`src/rtl/rf_write_arbiter_if.sv`:
```
// Write-request handshake bundle for the two writeback requesters (A = ALU, B = load).
// The master modport belongs to the requesters and the slave modport to the arbiter.
interface rf_write_arbiter_if #(
  parameter int ADDR_W = 4,
  parameter int DATA_W = 32
);
  logic              a_valid;
  logic [ADDR_W-1:0] a_addr;
  logic [DATA_W-1:0] a_data;
  logic              a_ready;
  logic              b_valid;
  logic [ADDR_W-1:0] b_addr;
  logic [DATA_W-1:0] b_data;
  logic              b_ready;

  modport master (
    output a_valid, a_addr, a_data, b_valid, b_addr, b_data,
    input  a_ready, b_ready
  );

  modport slave (
    input  a_valid, a_addr, a_data, b_valid, b_addr, b_data,
    output a_ready, b_ready
  );
endinterface

```
`src/rtl/rf_write_arbiter.sv`:
```
// Round-robin arbiter for the register-bank write port, shared by ALU (A) and load (B) writeback.
// Outputs a registered one-hot enable and data bus, an out-of-range pulse and a saturating conflict count.
module rf_write_arbiter #(
  parameter int NUM_REGS = 16,
  parameter int ADDR_W   = 4,
  parameter int DATA_W   = 32
) (
  input  logic                clk,
  input  logic                reset,
  input  logic                stall,
  rf_write_arbiter_if.slave   req,
  output logic [NUM_REGS-1:0] wr_en,
  output logic [DATA_W-1:0]   wr_data,
  output logic                addr_err,
  output logic [7:0]          conflict_cnt
);
  // state  | meaning
  // LAST_A | A was granted most recently; B wins the next conflict
  // LAST_B | B was granted most recently (reset); A wins the next conflict
  typedef enum logic {LAST_A = 1'b0, LAST_B = 1'b1} grant_t;

  localparam logic [ADDR_W:0] NUM_REGS_W = (ADDR_W + 1)'(NUM_REGS);

  grant_t              state;
  grant_t              state_nxt;
  logic                a_grant;
  logic                b_grant;
  logic                xfer;
  logic                in_range;
  logic                both_req;
  logic [ADDR_W-1:0]   sel_addr;
  logic [DATA_W-1:0]   sel_data;
  logic [NUM_REGS-1:0] wr_en_nxt;

  always_ff @(posedge clk or negedge reset) begin
    if (!reset) begin
      state <= LAST_B;
    end else begin
      state <= state_nxt;
    end
  end

  always_comb begin
    state_nxt = state;
    a_grant   = 1'b0;
    b_grant   = 1'b0;
    if (reset && !stall) begin
      a_grant = req.a_valid && (!req.b_valid || state == LAST_B);
      b_grant = req.b_valid && (!req.a_valid || state == LAST_A);
    end
    if (a_grant) begin
      state_nxt = LAST_A;
    end else if (b_grant) begin
      state_nxt = LAST_B;
    end
  end

  assign req.a_ready = a_grant;
  assign req.b_ready = b_grant;

  assign xfer     = a_grant || b_grant;
  assign sel_addr = a_grant ? req.a_addr : req.b_addr;
  assign sel_data = a_grant ? req.a_data : req.b_data;
  assign in_range = {1'b0, sel_addr} < NUM_REGS_W;
  assign both_req = req.a_valid && req.b_valid && !stall;

  // Out-of-range writes are still accepted but never reach the bank.
  always_comb begin
    wr_en_nxt = '0;
    for (int i = 0; i < NUM_REGS; i++) begin
      wr_en_nxt[i] = xfer && in_range && (sel_addr == ADDR_W'(i));
    end
  end

  always_ff @(posedge clk or negedge reset) begin
    if (!reset) begin
      wr_en        <= '0;
      wr_data      <= '0;
      addr_err     <= 1'b0;
      conflict_cnt <= 8'd0;
    end else begin
      wr_en    <= wr_en_nxt;
      addr_err <= xfer && !in_range;
      if (xfer && in_range) begin
        wr_data <= sel_data;
      end
      if (both_req && conflict_cnt != 8'hFF) begin
        conflict_cnt <= conflict_cnt + 8'd1;
      end
    end
  end
endmodule

```
`src/flat_wrapper.sv`:
```
// flat-port wrapper written by rule: the top's interface ports become plain ports
module rf_write_arbiter_flat 
#(
  parameter int NUM_REGS = 16,
  parameter int ADDR_W   = 4,
  parameter int DATA_W   = 32
)
  (clk, reset, stall, wr_en, wr_data, addr_err, conflict_cnt, req_a_valid, req_a_addr, req_a_data, req_b_valid, req_b_addr, req_b_data, req_a_ready, req_b_ready);
  rf_write_arbiter_if #(.ADDR_W(ADDR_W), .DATA_W(DATA_W)) req_i ();
  input  logic clk;
  input  logic reset;
  input  logic stall;
  output logic [NUM_REGS-1:0] wr_en;
  output logic [DATA_W-1:0] wr_data;
  output logic addr_err;
  output logic [7:0] conflict_cnt;
  input wire logic [$bits(req_i.a_valid)-1:0] req_a_valid;
  input wire logic [$bits(req_i.a_addr)-1:0] req_a_addr;
  input wire logic [$bits(req_i.a_data)-1:0] req_a_data;
  input wire logic [$bits(req_i.b_valid)-1:0] req_b_valid;
  input wire logic [$bits(req_i.b_addr)-1:0] req_b_addr;
  input wire logic [$bits(req_i.b_data)-1:0] req_b_data;
  output wire logic [$bits(req_i.a_ready)-1:0] req_a_ready;
  output wire logic [$bits(req_i.b_ready)-1:0] req_b_ready;
  assign req_i.a_valid = req_a_valid;
  assign req_i.a_addr = req_a_addr;
  assign req_i.a_data = req_a_data;
  assign req_i.b_valid = req_b_valid;
  assign req_i.b_addr = req_b_addr;
  assign req_i.b_data = req_b_data;
  assign req_a_ready = req_i.a_ready;
  assign req_b_ready = req_i.b_ready;
  rf_write_arbiter #(.NUM_REGS(NUM_REGS), .ADDR_W(ADDR_W), .DATA_W(DATA_W)) u_core (.clk(clk), .reset(reset), .stall(stall), .req(req_i), .wr_en(wr_en), .wr_data(wr_data), .addr_err(addr_err), .conflict_cnt(conflict_cnt));
endmodule
```
`config.mk`:
```
export PLATFORM = sky130hd
export DESIGN_NAME = rf_write_arbiter_flat
export DESIGN_NICKNAME = d
export VERILOG_FILES = /design/src/rtl/rf_write_arbiter_if.sv /design/src/rtl/rf_write_arbiter.sv /design/src/flat_wrapper.sv
export SDC_FILE = /design/constraint.sdc
export NUM_CORES = 1
export LEC_CHECK = 0
export ABC_AREA = 0
export BUFFER_PORTS_ARGS = -buffer_cell sky130_fd_sc_hd__buf_2
export CAP_MARGIN = 20
export CELL_PAD_IN_SITES_DETAIL_PLACEMENT = 0
export CELL_PAD_IN_SITES_GLOBAL_PLACEMENT = 1
export CORE_ASPECT_RATIO = 0.75
export CORE_MARGIN = 2
export CORE_UTILIZATION = 35
export CTS_CLUSTER_DIAMETER = 120
export DETAILED_ROUTE_END_ITERATION = 8
export PLACE_DENSITY_LB_ADDON = 0.3
export SYNTH_ARGS = -nofsm -noshare
export SYNTH_HDL_FRONTEND = slang
export SYNTH_SLANG_ARGS = --single-unit
```
`constraint.sdc`:
```
create_clock -name clk -period 2.88 [get_ports clk]
set_clock_uncertainty 0.15 [all_clocks]
set_input_delay 0.144 -clock clk [delete_from_list [all_inputs] [get_ports clk]]
set_output_delay 0.144 -clock clk [all_outputs]
set_load 0.02 [all_outputs]
```
Word level (Yosys, flattened, before mapping):

Index checks and enable logic that the tools add are counted.
Widths: inputs -> output; s select.

* input bits: 77
* word-level logic and storage cells: 58
* output and inout bits: 59
* bits in registers: 57

* bitwise operators: 1
* equality and inequality tests: 16
* add/sub/neg operators: 1
* reduce and logical (&&, ||, !) cells: 30
* mux-type cells: 6

Operators with widths (count)
* $eq 4x4->1 const B: 8
* $mux 32: 1
* $logic_and 1x1->1: 22
* $eq 4x3->1 const B: 4
* $add 8x1->8 const B: 1
* $eq 4x2->1 const B: 2
* $ne 8x8->1 const B: 1
* $eq 4x1->1 const B: 1
* $logic_not 4->1: 1
* $mux 1: 4
* $mux 4: 1
* $logic_not 1->1: 3
* $logic_or 1x1->1: 3
* $reduce_bool 2->1: 1
* $not 1->1: 1

Longest topological paths before layout:

* depth in word-level cells: 7
* depth in mapped cells: 6
* mapped depth without buffers: 4

Worst setup path before layout:

Ideal clock, no wire load.

* kind: reg2reg
* start: reg u_core.conflict_cnt[0]
* end: reg u_core.conflict_cnt[1]
* cell stages (with the launch flop): 5
* slack: 1.221 ns
* arrival time: 1.382 ns
* buffers on the path: 0
* data required time: 2.602 ns
* setup time: 0.128 ns
* clock period less this slack: 1.659 ns
* cell sequence: dfrtp_1 -> ha_1 -> nand3_1 -> o21ai_1 -> mux2_1

* cells in the longest elaborated chain, start to end: 2
* elaborated cells between the ends (all ways): 3
* classes of those cells: add/sub: 1; eq/ne: 1; reduce/logical: 1

RTL lines
* start, declared: line rf_write_arbiter.sv:15 `output logic [7:0] conflict_cnt`
* start signal, assigned: line rf_write_arbiter.sv:88 `conflict_cnt <= conflict_cnt + 8'd1;`
* branches (longest 2 deep; another with $add 8x1->8)

Several ways; the timed one is not identified.
A chain may end at the register's enable or synchronous reset.

Worst setup path after layout:

* start: reg u_core.state
* end: reg u_core.wr_data[21]

* cells in the longest elaborated chain, start to end: 5
* elaborated cells between the ends (all ways): 9
* classes of those cells: mux: 3; bitwise: 1; reduce/logical: 5

RTL lines
* start, declared: line rf_write_arbiter.sv:24 `grant_t state;`
* start signal, assigned: line rf_write_arbiter.sv:39 `state <= state_nxt;`
* $not 1->1: line rf_write_arbiter.sv:49 `b_grant = req.b_valid && (!req.a_valid || state == LAST_A);`
* $logic_or 1x1->1: line rf_write_arbiter.sv:49
* $logic_and 1x1->1: line rf_write_arbiter.sv:49
* $mux 1: line rf_write_arbiter.sv:47 `if (reset && !stall) begin`
* $logic_or 1x1->1: line rf_write_arbiter.sv:61 `assign xfer = a_grant || b_grant;`
* end signal, assigned: line rf_write_arbiter.sv:85 `wr_data <= sel_data;`
* end, declared: line rf_write_arbiter.sv:13 `output logic [DATA_W-1:0] wr_data,`

Parallel ways exist; a longest one is shown, timed or not.

==> flow_metrics.tcl <==
set metrics [dict create \
    outcome "finished, final reports clean" \
    syn_nets 377 \
    clk_latency_ns 0.34 \
    core_um2 7883 \
    grt_pass1_wl_um 14990 \
    ys_seq_area_share_pct 50.26 \
    grt_remaining_overflow 0 \
    initial_core_util_pct 36.03 \
    track_usage_pct 22.14 \
    io_pins 136 \
    htree_num_levels 3 \
    dieArea_um2 8859 \
    cts_tree "built" \
    yosys_warnings 0 \
    slew_violations 0 \
    die_h_um 82.02 \
    ant_nets 0 \
    place_area_um2 3568 \
    finalNetCount 564 \
    drt-total-wl_um 9674 \
    placed_cells_incl_taps 514 \
    numCtsBuffers 9 \
    place.gp.congestion 0.8146 \
    max_cap_violations 0 \
    finalCritPeriodShare_pct 87.54 \
    ir_drop_mv 0.3017 \
    finalSetupViolations 0 \
    antenna_cells 0 \
    cp-start-kind "flop" \
    rsz0062_at_grt "no" \
    grt_max_degree 58 \
    synth.distinct_cells 37 \
    power_mw 2.797 \
    fin_util_pct 56.73 \
    first_iter_violations 180 \
    cts_buffer_depth 2 \
    rows 28 \
    area_growth_pct 57.44 \
    first_pass_iters 4 \
    postCtsSetupBuffers 0 \
    synth_area_um2 2840 \
    grt_pass1_vias 3058 \
    hold_class "in2reg" \
    cp.arrival_ns 2.66 \
    finalWorstPathRequiredPeriod_ns 2.521 \
    tightestPinTransition_ns 0.7264 \
    powerDensity_nw_per_um2 625.5 \
    fp.dieW_um 108.0 \
    hold_viol 0 \
    fmax_ghz 0.3966 \
    vias 3273 \
    cp-end-kind "flop" \
    root_buffer "clkbuf_8" \
    ys_seq_elements 57 \
    drcViolationCount 0 \
    drive_gt1_share_pct 33.40 \
    syn-mean-instance-area_um2 9.499 \
    fin_setup_tns_ns 0 \
    hpwlAfterDp_um 6034 \
    fin_ws_ns 0.3589 \
    clkTransAtPathRegs_ns 0.07 \
    crit_fanout 31 \
    final_cell_area_um2 4472 \
    portBuffers 134 \
    post-place-ws_ns 0.8450 \
    relSlewSlack_pct 51.58 \
    worstSetupPathType "reg2reg" \
    p_leak_nw 2.025 \
    cts.sinks 57 \
    wl_per_cell_um 16.23 \
    required_ns 3.02 \
    viasPerCell 5.492 \
    grt_antenna_before_repair 0 \
    syn_inst 299 \
    timing.hold.ws_ns 0.06193 \
    final_cells 596 \
]
==> worst max-delay path, stage by stage (launching register included) <==
cell	delay [ns]
dfstp_2	0.57
nand2b_2	0.53
buf_4	0.32
nand3_1	0.12
a31oi_1	0.19
dlygate4sd3_1	0.57
==> final timing paths <==
kind	from	slack, ns	to	depth (start not counted)
max	u_core.state$_DFFE_PN1P_	0.36	u_core.wr_data[21]$_DFFE_PN0P_	5
max in group asynchronous	reset	1.71	u_core.wr_data[15]$_DFFE_PN0P_	3
min	req_a_addr[1]	0.06	u_core.wr_en[0]$_DFF_PN0_	3
min reg2reg	u_core.conflict_cnt[0]$_DFFE_PN0P_	0.39	u_core.conflict_cnt[0]$_DFFE_PN0P_	1
max reg2reg	u_core.state$_DFFE_PN1P_	0.36	u_core.wr_data[21]$_DFFE_PN0P_	5
min in group asynchronous	reset	0.39	u_core.wr_en[1]$_DFF_PN0_	3
==> state kept, by name, indices dropped and copies added, names as in the netlist <==
name / flops
u_core.wr_en: 16
u_core.wr_data: 32
u_core.conflict_cnt: 8
u_core.state: 1
==> logic make-up (layout without fill, tap and decap cells) <==
logic type	after synthesis	in the layout	share of synthesized area [%]
AO/OA/AOI/OAI	130	130	27.89
XOR/XNOR	3	3	0.9253
adder cells (fa/ha/maj)	1	1	0.4405
buffers and inverters	37	229	5.814
flip-flops	57	57	50.26
multiplexers	3	3	1.145
other	1	1	0.1320
AND/OR/NAND/NOR	67	67	13.39
==> cells in the mapped netlist (all sizes together) <==
| cell | n | area [um^2] |
|---|---|---|
| o21a | 1 | 7.510 |
| a31oi | 34 | 212.7 |
| nor2b | 5 | 31.28 |
| and4 | 1 | 8.760 |
| o211ai | 5 | 37.54 |
| and3b | 1 | 8.760 |
| a21oi | 35 | 175.2 |
| dfrtp | 56 | 1401 |
| nand4 | 7 | 43.79 |
| and3 | 4 | 25.02 |
| clkbuf | 19 | 71.32 |
| buf | 13 | 75.06 |
| or4 | 1 | 11.26 |
| inv | 5 | 18.76 |
| mux2i | 1 | 10.01 |
| nand3 | 34 | 170.2 |
| nand2 | 3 | 11.26 |
| a221oi | 16 | 140.1 |
| a311o | 4 | 40.04 |
| nand2b | 1 | 6.260 |
| and4b | 1 | 10.01 |
| or2 | 1 | 6.260 |
| ha | 1 | 12.51 |
| dfstp | 1 | 26.28 |
| nand4b | 2 | 17.52 |
| o21ai | 34 | 170.2 |
| xnor2 | 3 | 26.28 |
| mux2 | 2 | 22.52 |
| nor2 | 3 | 11.26 |
| conb | 1 | 3.750 |
| a211o | 1 | 8.760 |
| and2 | 3 | 18.77 |
==> per-layer routing <==
| layer | wire, um | vias up | GRT usage (%) |
|---|---|---|---|
| li1 | - | 1523 | - |
| met3 | 1004 | 13 | 6.587 |
| met1 | 4286 | 1545 | 30.58 |
| met4 | 101 | 0 | 7.692 |
| met5 | 0 | - | 0 |
| met2 | 4283 | 192 | 33.14 |
==> layout make-up <==
class | count | area, um^2
clock buffers | 10 | 137.6
clock inverters | 6 | 105.1
fillers | 742 | 3411
inverters | 5 | 18.77
multi-input cells | 205 | 1260
flip-flops and latches | 57 | 1428
well taps | 105 | 131.4
repair buffers | 208 | 1391
==> repair_timing <==
action / CTS / global route
endpoints found under the hold margin: 89 / 0
gates resized for setup: 0 / 0
hold buffers: 66 / 0
==> where the power goes <==
group | switching [mW] | total (mW) | internal [mW]
Combinational | 0.467 | 0.847 | 0.380
Sequential | 0.102 | 1.03 | 0.926
Clock | 0.328 | 0.921 | 0.593
==> layout by cell type, fill, tap and decap left out, drive strengths merged <==
cell / n
a211o: 1
a21oi: 35
a221oi: 16
a311o: 4
a31oi: 34
and2: 3
and3: 4
and3b: 1
and4: 1
and4b: 1
buf: 142
bufinv: 3
clkbuf: 10
clkinv: 3
conb: 1
dfrtp: 56
dfstp: 1
dlygate4sd3: 66
ha: 1
inv: 5
mux2: 2
mux2i: 1
nand2: 3
nand2b: 1
nand3: 34
nand4: 7
nand4b: 2
nor2: 3
nor2b: 5
o211ai: 5
o21a: 1
o21ai: 34
or2: 1
or4: 1
xnor2: 3
Power figures use the tool's default switching activity.
